===== config.mk =====
export PLATFORM = sky130hd
export DESIGN_NAME = vga_sync_generator_flat
export DESIGN_NICKNAME = d
export VERILOG_FILES = /design/src/rtl/vga_timing_pkg.sv /design/src/rtl/vga_sync_generator_if.sv /design/src/rtl/sync_delay_line.sv /design/src/rtl/vga_sync_generator.sv /design/src/flat_wrapper.sv
export SDC_FILE = /design/constraint.sdc
export NUM_CORES = 1
export LEC_CHECK = 0
export BUFFER_PORTS_ARGS = -buffer_cell sky130_fd_sc_hd__buf_2
export CAP_MARGIN = 5
export CORE_MARGIN = 2
export CORE_UTILIZATION = 45
export CTS_BUF_LIST = sky130_fd_sc_hd__clkbuf_4 sky130_fd_sc_hd__clkbuf_8
export DETAILED_ROUTE_END_ITERATION = 8
export PLACE_DENSITY = 0.68
export SYNTH_ARGS = -nofsm -noshare
export SYNTH_HDL_FRONTEND = slang
export SYNTH_SLANG_ARGS = --single-unit

===== constraint.sdc =====
create_clock -name i_Clk -period 1.6 [get_ports i_Clk]
set_input_delay 0.48 -clock i_Clk [delete_from_list [all_inputs] [get_ports i_Clk]]
set_output_delay 0.48 -clock i_Clk [all_outputs]
set_load 0.02 [all_outputs]

===== src/rtl/vga_timing_pkg.sv =====
// 640x480@60 Hz timing constants shared by the sync generator, display and game logic.
package vga_timing_pkg;

    localparam int CNT_W   = 10;
    localparam int FRAME_W = 8;

    localparam int H_VISIBLE_AREA = 640;
    localparam int H_FRONT_PORCH  = 16;
    localparam int H_SYNC_PULSE   = 96;
    localparam int H_BACK_PORCH   = 48;
    localparam int H_TOTAL        = H_VISIBLE_AREA + H_FRONT_PORCH + H_SYNC_PULSE + H_BACK_PORCH;

    localparam int V_VISIBLE_AREA = 480;
    localparam int V_FRONT_PORCH  = 10;
    localparam int V_SYNC_PULSE   = 2;
    localparam int V_BACK_PORCH   = 33;
    localparam int V_TOTAL        = V_VISIBLE_AREA + V_FRONT_PORCH + V_SYNC_PULSE + V_BACK_PORCH;

    localparam int SYNC_DELAY      = 2;
    localparam int SYNC_ACTIVE_LOW = 1;

    typedef struct packed {
        logic v;
        logic h;
    } sync_t;

    function automatic logic in_range(input logic [CNT_W-1:0] x, input int lo, input int hi);
        return (int'(x) >= lo) && (int'(x) <= hi);
    endfunction

endpackage


===== src/rtl/vga_sync_generator_if.sv =====
// H/V counter and sync bundle between the timing generator and its consumers.
interface vga_sync_generator_if;
    import vga_timing_pkg::*;

    logic [CNT_W-1:0]   o_H_Counter;
    logic [CNT_W-1:0]   o_V_Counter;
    logic               o_HSync;
    logic               o_VSync;
    logic               o_Visible;
    logic               o_Line_Start;
    logic               o_Frame_Start;
    logic [FRAME_W-1:0] o_Frame_Count;

    modport master (
        output o_H_Counter, o_V_Counter, o_HSync, o_VSync,
               o_Visible, o_Line_Start, o_Frame_Start, o_Frame_Count
    );

    modport slave (
        input  o_H_Counter, o_V_Counter, o_HSync, o_VSync,
               o_Visible, o_Line_Start, o_Frame_Start, o_Frame_Count
    );
endinterface


===== src/rtl/sync_delay_line.sv =====
// WIDTH x DEPTH shift register with async reset to RESET_VALUE; DEPTH=0 is a wire.
module sync_delay_line #(
    parameter int               WIDTH       = 2,
    parameter int               DEPTH       = 2,
    parameter logic [WIDTH-1:0] RESET_VALUE = '0
) (
    input  logic             i_Clk,
    input  logic             i_Reset,
    input  logic [WIDTH-1:0] d_i,
    output logic [WIDTH-1:0] q_o
);

    if (DEPTH == 0) begin : g_pass
        assign q_o = d_i;
    end else begin : g_pipe
        logic [DEPTH-1:0][WIDTH-1:0] pipe_q;

        always_ff @(posedge i_Clk or posedge i_Reset) begin
            if (i_Reset) begin
                pipe_q <= {DEPTH{RESET_VALUE}};
            end else begin
                pipe_q[0] <= d_i;
                for (int i = 1; i < DEPTH; i++) pipe_q[i] <= pipe_q[i-1];
            end
        end

        assign q_o = pipe_q[DEPTH-1];
    end

endmodule


===== src/rtl/vga_sync_generator.sv =====
// Free-running VGA timing generator: H/V counters, delayed syncs, visible flag, strobes.
module vga_sync_generator
    import vga_timing_pkg::*;
#(
    parameter int H_VISIBLE_AREA  = vga_timing_pkg::H_VISIBLE_AREA,
    parameter int H_FRONT_PORCH   = vga_timing_pkg::H_FRONT_PORCH,
    parameter int H_SYNC_PULSE    = vga_timing_pkg::H_SYNC_PULSE,
    parameter int H_BACK_PORCH    = vga_timing_pkg::H_BACK_PORCH,
    parameter int V_VISIBLE_AREA  = vga_timing_pkg::V_VISIBLE_AREA,
    parameter int V_FRONT_PORCH   = vga_timing_pkg::V_FRONT_PORCH,
    parameter int V_SYNC_PULSE    = vga_timing_pkg::V_SYNC_PULSE,
    parameter int V_BACK_PORCH    = vga_timing_pkg::V_BACK_PORCH,
    parameter int SYNC_DELAY      = vga_timing_pkg::SYNC_DELAY,
    parameter int SYNC_ACTIVE_LOW = vga_timing_pkg::SYNC_ACTIVE_LOW
) (
    input  logic                 i_Clk,
    input  logic                 i_Reset,
    vga_sync_generator_if.master vga_o
);

    localparam int HT       = H_VISIBLE_AREA + H_FRONT_PORCH + H_SYNC_PULSE + H_BACK_PORCH;
    localparam int VT       = V_VISIBLE_AREA + V_FRONT_PORCH + V_SYNC_PULSE + V_BACK_PORCH;
    localparam int HS_START = H_VISIBLE_AREA + H_FRONT_PORCH;
    localparam int VS_START = V_VISIBLE_AREA + V_FRONT_PORCH;
    localparam logic [CNT_W-1:0] H_LAST = CNT_W'(HT - 1);
    localparam logic [CNT_W-1:0] V_LAST = CNT_W'(VT - 1);

    if (HT > 1024 || VT > 1024) begin : g_bad_total
        $error("vga_sync_generator: H_TOTAL and V_TOTAL must be <= 1024");
    end
    if (SYNC_DELAY < 0 || SYNC_DELAY > 7) begin : g_bad_delay
        $error("vga_sync_generator: SYNC_DELAY must be in 0..7");
    end

    logic [CNT_W-1:0]   h_q, h_d;
    logic [CNT_W-1:0]   v_q, v_d;
    logic [FRAME_W-1:0] frame_q, frame_d;
    sync_t              sync_raw, sync_dly;

    always_comb begin
        h_d     = h_q + 1'b1;
        v_d     = v_q;
        frame_d = frame_q;
        if (h_q == H_LAST) begin
            h_d = '0;
            if (v_q == V_LAST) begin
                v_d     = '0;
                frame_d = frame_q + 1'b1;
            end else begin
                v_d = v_q + 1'b1;
            end
        end
    end

    always_ff @(posedge i_Clk or posedge i_Reset) begin
        if (i_Reset) begin
            h_q     <= '0;
            v_q     <= '0;
            frame_q <= '0;
        end else begin
            h_q     <= h_d;
            v_q     <= v_d;
            frame_q <= frame_d;
        end
    end

    // Raw syncs are active-high; polarity is applied after the delay so the
    // flushed (reset) stages always read as inactive.
    assign sync_raw.h = in_range(h_q, HS_START, HS_START + H_SYNC_PULSE - 1);
    assign sync_raw.v = in_range(v_q, VS_START, VS_START + V_SYNC_PULSE - 1);

    sync_delay_line #(
        .WIDTH       (2),
        .DEPTH       (SYNC_DELAY),
        .RESET_VALUE (2'b00)
    ) u_sync_dly (
        .i_Clk   (i_Clk),
        .i_Reset (i_Reset),
        .d_i     (sync_raw),
        .q_o     (sync_dly)
    );

    assign vga_o.o_HSync       = (SYNC_ACTIVE_LOW != 0) ? ~sync_dly.h : sync_dly.h;
    assign vga_o.o_VSync       = (SYNC_ACTIVE_LOW != 0) ? ~sync_dly.v : sync_dly.v;
    assign vga_o.o_H_Counter   = h_q;
    assign vga_o.o_V_Counter   = v_q;
    assign vga_o.o_Frame_Count = frame_q;
    assign vga_o.o_Visible     = (int'(h_q) < H_VISIBLE_AREA) && (int'(v_q) < V_VISIBLE_AREA);
    assign vga_o.o_Line_Start  = (h_q == '0);
    assign vga_o.o_Frame_Start = (h_q == '0) && (v_q == '0);

endmodule


===== src/flat_wrapper.sv =====
// flat-port wrapper written by rule: the top's interface ports become plain ports
module vga_sync_generator_flat import vga_timing_pkg::*;
#(
    parameter int H_VISIBLE_AREA  = vga_timing_pkg::H_VISIBLE_AREA,
    parameter int H_FRONT_PORCH   = vga_timing_pkg::H_FRONT_PORCH,
    parameter int H_SYNC_PULSE    = vga_timing_pkg::H_SYNC_PULSE,
    parameter int H_BACK_PORCH    = vga_timing_pkg::H_BACK_PORCH,
    parameter int V_VISIBLE_AREA  = vga_timing_pkg::V_VISIBLE_AREA,
    parameter int V_FRONT_PORCH   = vga_timing_pkg::V_FRONT_PORCH,
    parameter int V_SYNC_PULSE    = vga_timing_pkg::V_SYNC_PULSE,
    parameter int V_BACK_PORCH    = vga_timing_pkg::V_BACK_PORCH,
    parameter int SYNC_DELAY      = vga_timing_pkg::SYNC_DELAY,
    parameter int SYNC_ACTIVE_LOW = vga_timing_pkg::SYNC_ACTIVE_LOW
)
  (i_Clk, i_Reset, vga_o_o_H_Counter, vga_o_o_V_Counter, vga_o_o_HSync, vga_o_o_VSync, vga_o_o_Visible, vga_o_o_Line_Start, vga_o_o_Frame_Start, vga_o_o_Frame_Count);
  vga_sync_generator_if vga_o_i ();
  input  logic i_Clk;
  input  logic i_Reset;
  output wire logic [$bits(vga_o_i.o_H_Counter)-1:0] vga_o_o_H_Counter;
  output wire logic [$bits(vga_o_i.o_V_Counter)-1:0] vga_o_o_V_Counter;
  output wire logic [$bits(vga_o_i.o_HSync)-1:0] vga_o_o_HSync;
  output wire logic [$bits(vga_o_i.o_VSync)-1:0] vga_o_o_VSync;
  output wire logic [$bits(vga_o_i.o_Visible)-1:0] vga_o_o_Visible;
  output wire logic [$bits(vga_o_i.o_Line_Start)-1:0] vga_o_o_Line_Start;
  output wire logic [$bits(vga_o_i.o_Frame_Start)-1:0] vga_o_o_Frame_Start;
  output wire logic [$bits(vga_o_i.o_Frame_Count)-1:0] vga_o_o_Frame_Count;
  assign vga_o_o_H_Counter = vga_o_i.o_H_Counter;
  assign vga_o_o_V_Counter = vga_o_i.o_V_Counter;
  assign vga_o_o_HSync = vga_o_i.o_HSync;
  assign vga_o_o_VSync = vga_o_i.o_VSync;
  assign vga_o_o_Visible = vga_o_i.o_Visible;
  assign vga_o_o_Line_Start = vga_o_i.o_Line_Start;
  assign vga_o_o_Frame_Start = vga_o_i.o_Frame_Start;
  assign vga_o_o_Frame_Count = vga_o_i.o_Frame_Count;
  vga_sync_generator #(.H_VISIBLE_AREA(H_VISIBLE_AREA), .H_FRONT_PORCH(H_FRONT_PORCH), .H_SYNC_PULSE(H_SYNC_PULSE), .H_BACK_PORCH(H_BACK_PORCH), .V_VISIBLE_AREA(V_VISIBLE_AREA), .V_FRONT_PORCH(V_FRONT_PORCH), .V_SYNC_PULSE(V_SYNC_PULSE), .V_BACK_PORCH(V_BACK_PORCH), .SYNC_DELAY(SYNC_DELAY), .SYNC_ACTIVE_LOW(SYNC_ACTIVE_LOW)) u_core (.i_Clk(i_Clk), .i_Reset(i_Reset), .vga_o(vga_o_i));
endmodule

==> impl_metrics.json, run 1 <==
{
  "fin_ws_ns": -0.601,
  "grt_pass1_vias": 1556,
  "yosys.area_share.simple_pct": 26.2,
  "start_util_pct": 47.8,
  "grt_pass1_wl_um": 7300,
  "drt_pass1_iterations": 4,
  "dieWidth_um": 64.2,
  "cp.arrival_ns": 1.72,
  "via_per_inst": 5.30,
  "power.total_w": 0.00132,
  "synth_top_family_by_area": "simple AND/OR/NAND/NOR gates",
  "nets": 250,
  "hold_class": "input pin to asynchronous set/reset pin",
  "synth_area_mm2": 0.00163,
  "finalCriticalPeriod_ns": 2.20,
  "grt_max_degree": 33,
  "cpPeakStageDelay_ns": 0.43,
  "path_cells": "inv_2 -> ha_4 -> nor4b_4 -> nand2_1 -> nor4b_4 -> buf_4",
  "synth_cell_type_count": 38,
  "cpMaxStageDelayCell": "dfrtp_2",
  "fp.dieH_um": 64.2,
  "gp_congestion": 0.792,
  "synth-adder-area-share_pct": 3.83,
  "synthMuxAreaShare_pct": 1.92,
  "status": "finished, violations left",
  "yosysWarnings": 0,
  "syn-num-nets": 165,
  "fmax_ghz": 0.454,
  "via_count": 1537,
  "drcViolationCount": 0,
  "relSlewSlack_pct": 73.1,
  "clock_latency_ns": 0.34,
  "root_buffer": "clkbuf_4",
  "synth_ff_type": "dfrtp_1",
  "rsz0062_at_grt": "true",
  "synth-compound-area-share_pct": 4.98,
  "crit_fanout": 2,
  "syn_area_per_cell_um2": 10.3,
  "drt_iter0_drc": 86,
  "clkTransAtPathRegs_ns": 0.11,
  "ant_nets": 0,
  "leakagePower_nw": 1.41,
  "required_ns": 1.12,
  "htree_num_levels": 2,
  "p_per_area_mw_per_mm2": 504,
  "setup_viol": 20,
  "seqCellArea_um2": 810,
  "netlist_instances": 158,
  "io_pins": 35,
  "endpoint_kind": "output port",
  "grt_usage_pct": 22.6,
  "ys_async_sr_fraction_pct": 100,
  "fin_setup_tns_ns": -2.74,
  "dp_cells": 268,
  "diodes": 0,
  "cp_num_buf_inv": 2,
  "violations": "negative setup slack",
  "drv_cap": 0,
  "fp.coreArea_mm2": 0.00342,
  "start_kind": "flip-flop",
  "ctsHoldBuffers": 0,
  "grt-ovfl-total": 0,
  "finClkSkew_ns": 0.0174,
  "crit_type": "flip-flop to output port",
  "path_common_cell": "nor4b_4",
  "tightest_slew_ns": 0.404,
  "syn2layout_area_growth_pct": 61.0,
  "drive_gt1_share_pct": 55.3,
  "numPortBuffers": 34,
  "stdcell_count": 290,
  "dp_hpwl_um": 2860,
  "routed_wl_um": 4370,
  "synth-edff-count": 0,
  "fill_cells": 221,
  "timing.hold.ws_ns": 0.203,
  "slew_violations": 0,
  "post-route-period-util_pct": 138,
  "synth-xor-area-share_pct": 9.12,
  "synth-seq-cells": 32,
  "clockBufferDepth": 2,
  "antenna_found_initial": 0,
  "numClockSinks": 32,
  "post_drt_wl_per_cell_um": 15.1,
  "num_rows": 21,
  "timing.final.hold_violations": 0,
  "path_delay_family": "simple AND/OR/NAND/NOR gates",
  "ys_seq_area_share_pct": 49.0,
  "peakVddDrop_v": 0.000556,
  "multiInputGateArea_um2": 970,
  "dieArea_mm2": 0.00413,
  "cts_inserted_buffers": 5,
  "place_ws_ns": -0.311,
  "cts_tree": "done"
}
-- cell type report --
type	count	share of cell area (%)
Tap cell	46	2.19
Timing Repair Buffer	85	26.1
Multi-Input combinational cell	107	36.9
Inverter	12	1.71
Sequential cell	32	30.8
Clock buffer	8	2.28
-- cell usage after synthesis, drive strengths merged, types with 2 or more instances --
cell type | count | area share [%]
and3 | 3 | 1.1
nor2 | 9 | 2.1
dfrtp | 32 | 49
nand4 | 6 | 3.2
clkbuf | 2 | 0.46
nor3 | 5 | 2.2
nand3 | 14 | 4.6
o21ai | 5 | 1.5
mux2i | 2 | 1.2
xor2 | 11 | 5.9
xnor2 | 6 | 3.2
inv | 12 | 2.8
ha | 5 | 3.8
a21oi | 3 | 0.92
nand2 | 13 | 3.0
nor4b | 2 | 2.0
buf | 5 | 1.7
or3 | 2 | 0.77
and4 | 4 | 2.1
nor4 | 6 | 2.7
-- metrics by stage --
stage	util [%]	cell area [um^2]
detailed placement	64.8	2210
finish	77.0	2630
global route	77.0	2630
CTS	73.3	2500
global placement	64.8	2210
floorplan	-	1780
-- flip-flops by register name (all words and copies together) (netlist names) --
register,count
u_core.vga_o.o_Frame_Count,8
u_core.u_sync_dly.q_o,2
u_core.u_sync_dly.g_pipe.pipe_q,2
u_core.vga_o.o_V_Counter,10
u_core.vga_o.o_H_Counter,10
-- worst register-to-register path, stage by stage (launching register included) --
cell and delay, ns:
dfrtp_2 0.43, inv_2 0.08, ha_4 0.12, nor4b_4 0.23
buf_4 0.18, nand3_4 0.17, nor2_4 0.17, mux2_4 0.31
-- path summary, 6_finish.rpt --
path / startpoint / endpoint / slack [ns] / cells past startpoint
min reg2reg: u_core.u_sync_dly.g_pipe.pipe_q[0] / u_core.u_sync_dly.q_o[0] / 0.37 / 0
min in group i_Clk: u_core.u_sync_dly.g_pipe.pipe_q[0] / u_core.u_sync_dly.q_o[0] / 0.37 / 0
max in group asynchronous: i_Reset / u_core.vga_o.o_V_Counter[3] / 1.07 / 3
min: i_Reset / u_core.vga_o.o_V_Counter[4] / 0.20 / 3
max reg2reg: u_core.vga_o.o_V_Counter[1] / u_core.vga_o.o_Frame_Count[1] / -0.20 / 7
max: u_core.vga_o.o_V_Counter[1] / vga_o_o_Frame_Start / -0.60 / 6
-- cells in the final DEF, fill, tap and decap left out, drive strengths merged --
| cell | n |
|---|---|
| and4b | 1 |
| and3 | 3 |
| a31oi | 1 |
| nor4 | 6 |
| dfrtp | 32 |
| o31ai | 1 |
| mux2i | 2 |
| nand3 | 14 |
| nor2 | 9 |
| o2bb2a | 1 |
| mux2 | 1 |
| or4 | 1 |
| clkbuf | 8 |
| buf | 85 |
| a221oi | 1 |
| xor2 | 11 |
| nor4b | 2 |
| o21ai | 5 |
| and2 | 1 |
| nand4 | 6 |
| and4 | 4 |
| nand2 | 13 |
| a21oi | 3 |
| or3b | 1 |
| ha | 5 |
| inv | 12 |
| nor3 | 5 |
| or2 | 1 |
| or3 | 2 |
| xnor2 | 6 |
| a311oi | 1 |
-- kinds of logic after synthesis --
group	count (synthesis)
AND/OR/NAND/NOR	69
flip-flops	32
buffers and inverters	19
XOR/XNOR	17
AO/OA/AOI/OAI	13
adder cells (fa/ha/maj)	5
multiplexers	3
-- power breakdown --
group | internal (W) | switching, W
Clock | 0.000226 | 0.000272
Sequential | 0.000808 | 0
Combinational | 0.00000266 | 0.0000155
Total | 0.00104 | 0.000287
-- routing by layer --
layer / vias to the layer above / track usage (%) / part of all wire (%)
met5: - / 0 / 0
met4: 0 / 9.31 / 2.9
met3: 12 / 4.23 / 4.4
met2: 55 / 37.4 / 51
met1: 744 / 29.2 / 42
li1: 726 / - / -
-- timing repair --
item,in CTS,in global routing
buffers inserted,11,8
cloned,0,0
gates resized for setup,38,34
pin swaps,18,14
setup endpoints to repair,21,28
(Power assumes the default switching activity.)
==> inputs of run 2 (changes only) <==
--- a/config.mk
+++ b/config.mk
@@ -12,6 +12,7 @@
 export CTS_BUF_LIST = sky130_fd_sc_hd__clkbuf_4 sky130_fd_sc_hd__clkbuf_8
 export DETAILED_ROUTE_END_ITERATION = 8
 export PLACE_DENSITY = 0.68
+export REMOVE_ABC_BUFFERS = 1
 export SYNTH_ARGS = -nofsm -noshare
 export SYNTH_HDL_FRONTEND = slang
 export SYNTH_SLANG_ARGS = --single-unit
==> run 2 against run 1 <==
Effect of this change:
- the run still ends with negative setup slack left
- highest routed layer unchanged
- setup slack got worse by 0.030 ns
- global-route usage up 0.39 points
- clock skew decreased by 0.0067 ns
- power shrank 3.7%
==> impl_metrics.json, run 2 (synthesis results as in run 1) <==
{
  "status": "finished, violations left",
  "violations": "negative setup slack",
  "grt_pass1_vias": 1540,
  "leakagePower_nw": 1.47,
  "grt_usage_pct": 23.0,
  "hold_class": "flip-flop to flip-flop",
  "setup_viol": 21,
  "grt-ovfl-total": 0,
  "io_pins": 35,
  "finClkSkew_ns": 0.0107,
  "required_ns": 1.12,
  "final_common_cell": "buf_4",
  "slew_violations": 0,
  "path_common_cell": "nor4b_4",
  "cpPeakStageDelay_ns": 0.40,
  "final_cell_mix": "buf_4 (35), dfrtp_1 (31), buf_2 (25), buf_6 (25)",
  "clockBufferDepth": 2,
  "dp_hpwl_um": 2830,
  "hold_path_end": "u_core.u_sync_dly.q_o[0]",
  "power.total_w": 0.00127,
  "nets": 254,
  "ant_nets": 0,
  "peakVddDrop_v": 0.000368,
  "dieArea_mm2": 0.00413,
  "cts_tree": "done",
  "path_cells": "inv_2 -> ha_4 -> nor4b_4 -> nand2_1 -> nor4b_4 -> buf_4",
  "rsz0062_at_grt": "true",
  "cp.arrival_ns": 1.75,
  "start_kind": "flip-flop",
  "drv_cap": 0,
  "fin_setup_tns_ns": -2.98,
  "drive_gt1_share_pct": 55.1,
  "syn2layout_area_growth_pct": 64.7,
  "finalCriticalPeriod_ns": 2.23,
  "antenna_found_initial": 0,
  "routed_wl_um": 4810,
  "path_delay_family": "simple AND/OR/NAND/NOR gates",
  "min_path_cells": 0,
  "htree_num_levels": 2,
  "drt_pass1_iterations": 4,
  "grt_max_degree": 31,
  "crit_fanout": 2,
  "post-route-period-util_pct": 139,
  "worstRegToRegCells": 7,
  "regToRegEndpoint": "u_core.vga_o.o_Frame_Count[7]",
  "timing.final.hold_violations": 0,
  "fmax_ghz": 0.448,
  "root_buffer": "clkbuf_4",
  "via_count": 1593,
  "clock_latency_ns": 0.34,
  "gp_congestion": 0.800,
  "diodes": 0,
  "p_per_area_mw_per_mm2": 474,
  "cpMaxStageDelayCell": "dfrtp_1",
  "endpoint_kind": "output port",
  "crit_type": "flip-flop to output port",
  "fin_ws_ns": -0.632,
  "cp_num_buf_inv": 2,
  "fp.dieH_um": 64.2,
  "dieWidth_um": 64.2,
  "timing.rr.start": "u_core.vga_o.o_H_Counter[1]",
  "regToRegSetupSlack_ns": -0.16,
  "clkTransAtPathRegs_ns": 0.10,
  "hp-start": "u_core.u_sync_dly.g_pipe.pipe_q[0]",
  "cts_inserted_buffers": 5,
  "post_drt_wl_per_cell_um": 16.4,
  "fp.coreArea_mm2": 0.00342,
  "start_util_pct": 47.8,
  "relSlewSlack_pct": 74.6,
  "tightest_slew_ns": 0.380,
  "numPortBuffers": 34,
  "num_rows": 21,
  "grt_pass1_wl_um": 7200,
  "numClockSinks": 32,
  "drcViolationCount": 0,
  "drt_iter0_drc": 85,
  "via_per_inst": 5.44
}
run 2: cell count changes in the layout (fill, tap and decap cells not counted), sizes merged:
cell	change
clkbuf	-2
clkinv	+1
dlygate4sd3	+1
buf	+3
run 2: cell type report:
cell class | count | area, um^2
multi-input combinational | 107 | 1000
sequential | 32 | 802
timing repair buffer | 89 | 734
fill | 218 | 727
tap | 46 | 57.6
clock buffer | 6 | 45.0
inverter | 12 | 45.0
clock inverter | 1 | 5.00
run 2: worst max path at each step:
stage                                 from                  end  slack [ns]  cells after the start
6_report       u_core.vga_o.o_V_Counter[1]  vga_o_o_Frame_Start       -0.63                      6
5_1_grt        u_core.vga_o.o_V_Counter[1]  vga_o_o_Frame_Start       -0.73                      6
4_1_cts        u_core.vga_o.o_H_Counter[4]  vga_o_o_Frame_Start       -0.57                      4
3_5_place_dp   u_core.vga_o.o_H_Counter[4]  vga_o_o_Frame_Start       -0.29                      4
3_3_place_gp   u_core.vga_o.o_H_Counter[4]  vga_o_o_Frame_Start       -0.24                      4
2_1_floorplan  u_core.vga_o.o_H_Counter[5]  vga_o_o_Frame_Start       -0.81                      3
run 2: where the power goes:
part	leakage, nW	total, W	internal [W]	switching [W]
sequential	0.431	0.000808	0.000808	0
clock	0.0315	0.000447	0.000178	0.000268
combinational	1.00	0.0000200	0.00000422	0.0000158
total	1.47	0.00127	0.000991	0.000284
run 2: what timing repair did:
item,CTS,global route
setup endpoints to repair,21,30
endpoints found under the hold margin,2,0
setup buffers,5,17
cloned,0,0
resized for setup,55,41
hold buffers,1,0
pin swaps,15,22
run 2: metrics by stage:
stage                     area (um^2)  utilization (%)  setup WS, ns  hold slack [ns]  cells
after global placement           2090             61.1        -0.238            0.333    266
after CTS                        2420             70.7        -0.568            0.360    278
final                            2690             78.7        -0.632            0.356    293
after detailed placement         2090             61.1        -0.289            0.336    266
after global routing             2690             78.7        -0.733            0.369    293
after floorplan                  1600                -        -0.814            0.331    151
run 2: metal layers:
layer | vias up | global-route usage (%) | part of all wire (%)
met5 | - | 0 | 0
met4 | 0 | 10.6 | 2.6
met3 | 14 | 5.11 | 5.6
met2 | 53 | 39.5 | 52
met1 | 798 | 27.4 | 40
li1 | 728 | - | -
==> inputs of run 3 (changes only) <==
--- a/config.mk
+++ b/config.mk
@@ -11,7 +11,8 @@
 export CORE_UTILIZATION = 45
 export CTS_BUF_LIST = sky130_fd_sc_hd__clkbuf_4 sky130_fd_sc_hd__clkbuf_8
 export DETAILED_ROUTE_END_ITERATION = 8
-export PLACE_DENSITY = 0.68
+export PLACE_DENSITY = 0.73
+export RECOVER_POWER = 100
 export REMOVE_ABC_BUFFERS = 1
 export SYNTH_ARGS = -nofsm -noshare
 export SYNTH_HDL_FRONTEND = slang
==> run 3 against run 2 <==
Effect of this change:
- via count up 5.5%
- clock-buffer cell count unchanged
- the run still ends with negative setup slack left
- routed wire length up 20%
- first-iteration DRC count down 28%
- cell count up 1.4%
- critical path depth down 2
- setup slack worse by 0.043 ns
==> impl_metrics.json, run 3 (synthesis results as in run 1) <==
{
  "drt_pass1_iterations": 4,
  "path_delay_family": "simple AND/OR/NAND/NOR gates",
  "drive_gt1_share_pct": 52.6,
  "diodes": 0,
  "num_rows": 21,
  "status": "finished, violations left",
  "rsz0062_at_grt": "true",
  "clock_latency_ns": 0.36,
  "root_buffer": "clkbuf_4",
  "final_common_cell": "buf_6",
  "endpoint_kind": "output port",
  "cpPeakStageDelay_ns": 0.41,
  "fmax_ghz": 0.440,
  "fill_cells": 192,
  "nets": 258,
  "finClkSkew_ns": 0.0102,
  "via_per_inst": 5.66,
  "routed_wl_um": 5780,
  "required_ns": 1.12,
  "fin_ws_ns": -0.675,
  "timing.final.hold_violations": 0,
  "peakVddDrop_v": 0.000495,
  "final_cell_mix": "buf_6 (35), dfrtp_1 (31), buf_4 (28)",
  "fp.dieH_um": 64.2,
  "final_core_util_pct": 79.9,
  "dp_hpwl_um": 2890,
  "grt_pass1_wl_um": 7780,
  "start_util_pct": 47.8,
  "numPortBuffers": 34,
  "dieArea_mm2": 0.00413,
  "numClockSinks": 32,
  "crit_type": "flip-flop to output port",
  "setup_viol": 35,
  "cts_inserted_buffers": 5,
  "cpMaxStageDelayCell": "dfrtp_1",
  "io_pins": 35,
  "grt_usage_pct": 25.2,
  "start_kind": "flip-flop",
  "post-route-period-util_pct": 142,
  "violations": "negative setup slack",
  "path_cells": "nor4_2 -> and4b_1 -> nor4b_4 -> buf_4",
  "relSlewSlack_pct": 36.0,
  "fin_setup_tns_ns": -7.81,
  "post_drt_wl_per_cell_um": 19.5,
  "cp_num_buf_inv": 1,
  "hold_class": "flip-flop to flip-flop",
  "ant_nets": 0,
  "clkTransAtPathRegs_ns": 0.11,
  "antenna_found_initial": 0,
  "cts_tree": "done",
  "slew_violations": 0,
  "power.total_w": 0.00130,
  "clockBufferDepth": 2,
  "dieWidth_um": 64.2,
  "htree_num_levels": 2,
  "via_count": 1680,
  "grt-ovfl-total": 0,
  "drt_iter0_drc": 61,
  "finalCriticalPeriod_ns": 2.27,
  "timing.hold.ws_ns": 0.357,
  "tightest_slew_ns": 0.960,
  "cp.arrival_ns": 1.79,
  "drv_cap": 0,
  "leakagePower_nw": 1.43,
  "p_per_area_mw_per_mm2": 476,
  "gp_congestion": 0.843,
  "grt_pass1_vias": 1621,
  "drcViolationCount": 0,
  "fp.coreArea_mm2": 0.00342,
  "grt_max_degree": 17,
  "crit_fanout": 2,
  "syn2layout_area_growth_pct": 67.2
}
-- run 3: cell types whose count changed in the layout (fill, tap and decap cells not counted), sizes merged --
cell         delta
buf            -20
dlygate4sd3     -1
clkbuf         +25
-- run 3: cell type report --
type / instances / area (um^2) / area share, %
well taps: 46 / 57.6 / 2.11
clock inverters: 1 / 5.00 / 0.183
inverters: 12 / 45.0 / 1.65
clock buffers: 6 / 45.0 / 1.65
multi-input cells: 107 / 1020 / 37.5
flip-flops and latches: 32 / 802 / 29.4
repair buffers: 93 / 751 / 27.5
-- run 3: where the power goes --
part            total, W  internal, W  switching, W
Clock           0.000473     0.000178      0.000294
Sequential      0.000808     0.000808             0
Combinational  0.0000190   0.00000201     0.0000170
Total            0.00130     0.000989      0.000311
-- run 3: what timing repair did --
action	in CTS	in global routing
buffers inserted	17	16
endpoints found under the setup margin	25	34
hold buffers	0	0
gates resized for setup	68	47
pin swaps	25	22
-- run 3: stage by stage --
step | cell area (um^2) | worst slack, ns | std cells
after floorplan | 1600 | -0.814 | 151
after detailed placement | 2100 | -0.257 | 267
after global placement | 2100 | -0.234 | 267
final | 2730 | -0.675 | 297
after global routing | 2730 | -0.707 | 297
after CTS | 2520 | -0.544 | 288
-- run 3: worst paths after layout --
kind                       cells past startpoint                                from                             to  slack (ns)
max                                            4         u_core.vga_o.o_H_Counter[3]            vga_o_o_Frame_Start       -0.67
min                                            0  u_core.u_sync_dly.g_pipe.pipe_q[0]       u_core.u_sync_dly.q_o[0]        0.36
max reg2reg                                    6         u_core.vga_o.o_H_Counter[0]    u_core.vga_o.o_V_Counter[9]       -0.35
min reg2reg                                    0  u_core.u_sync_dly.g_pipe.pipe_q[0]       u_core.u_sync_dly.q_o[0]        0.36
max in group asynchronous                      3                             i_Reset    u_core.vga_o.o_V_Counter[6]        0.60
min in group asynchronous                      3                             i_Reset  u_core.vga_o.o_Frame_Count[5]        0.38
-- run 3: metal layers --
layer | wire (um) | vias up | track usage [%]
met2 | 3000 | 84 | 43.4
met3 | 394 | 21 | 5.28
li1 | - | 743 | -
met5 | 0 | - | 0
met4 | 189 | 0 | 13.6
met1 | 2200 | 832 | 29.1
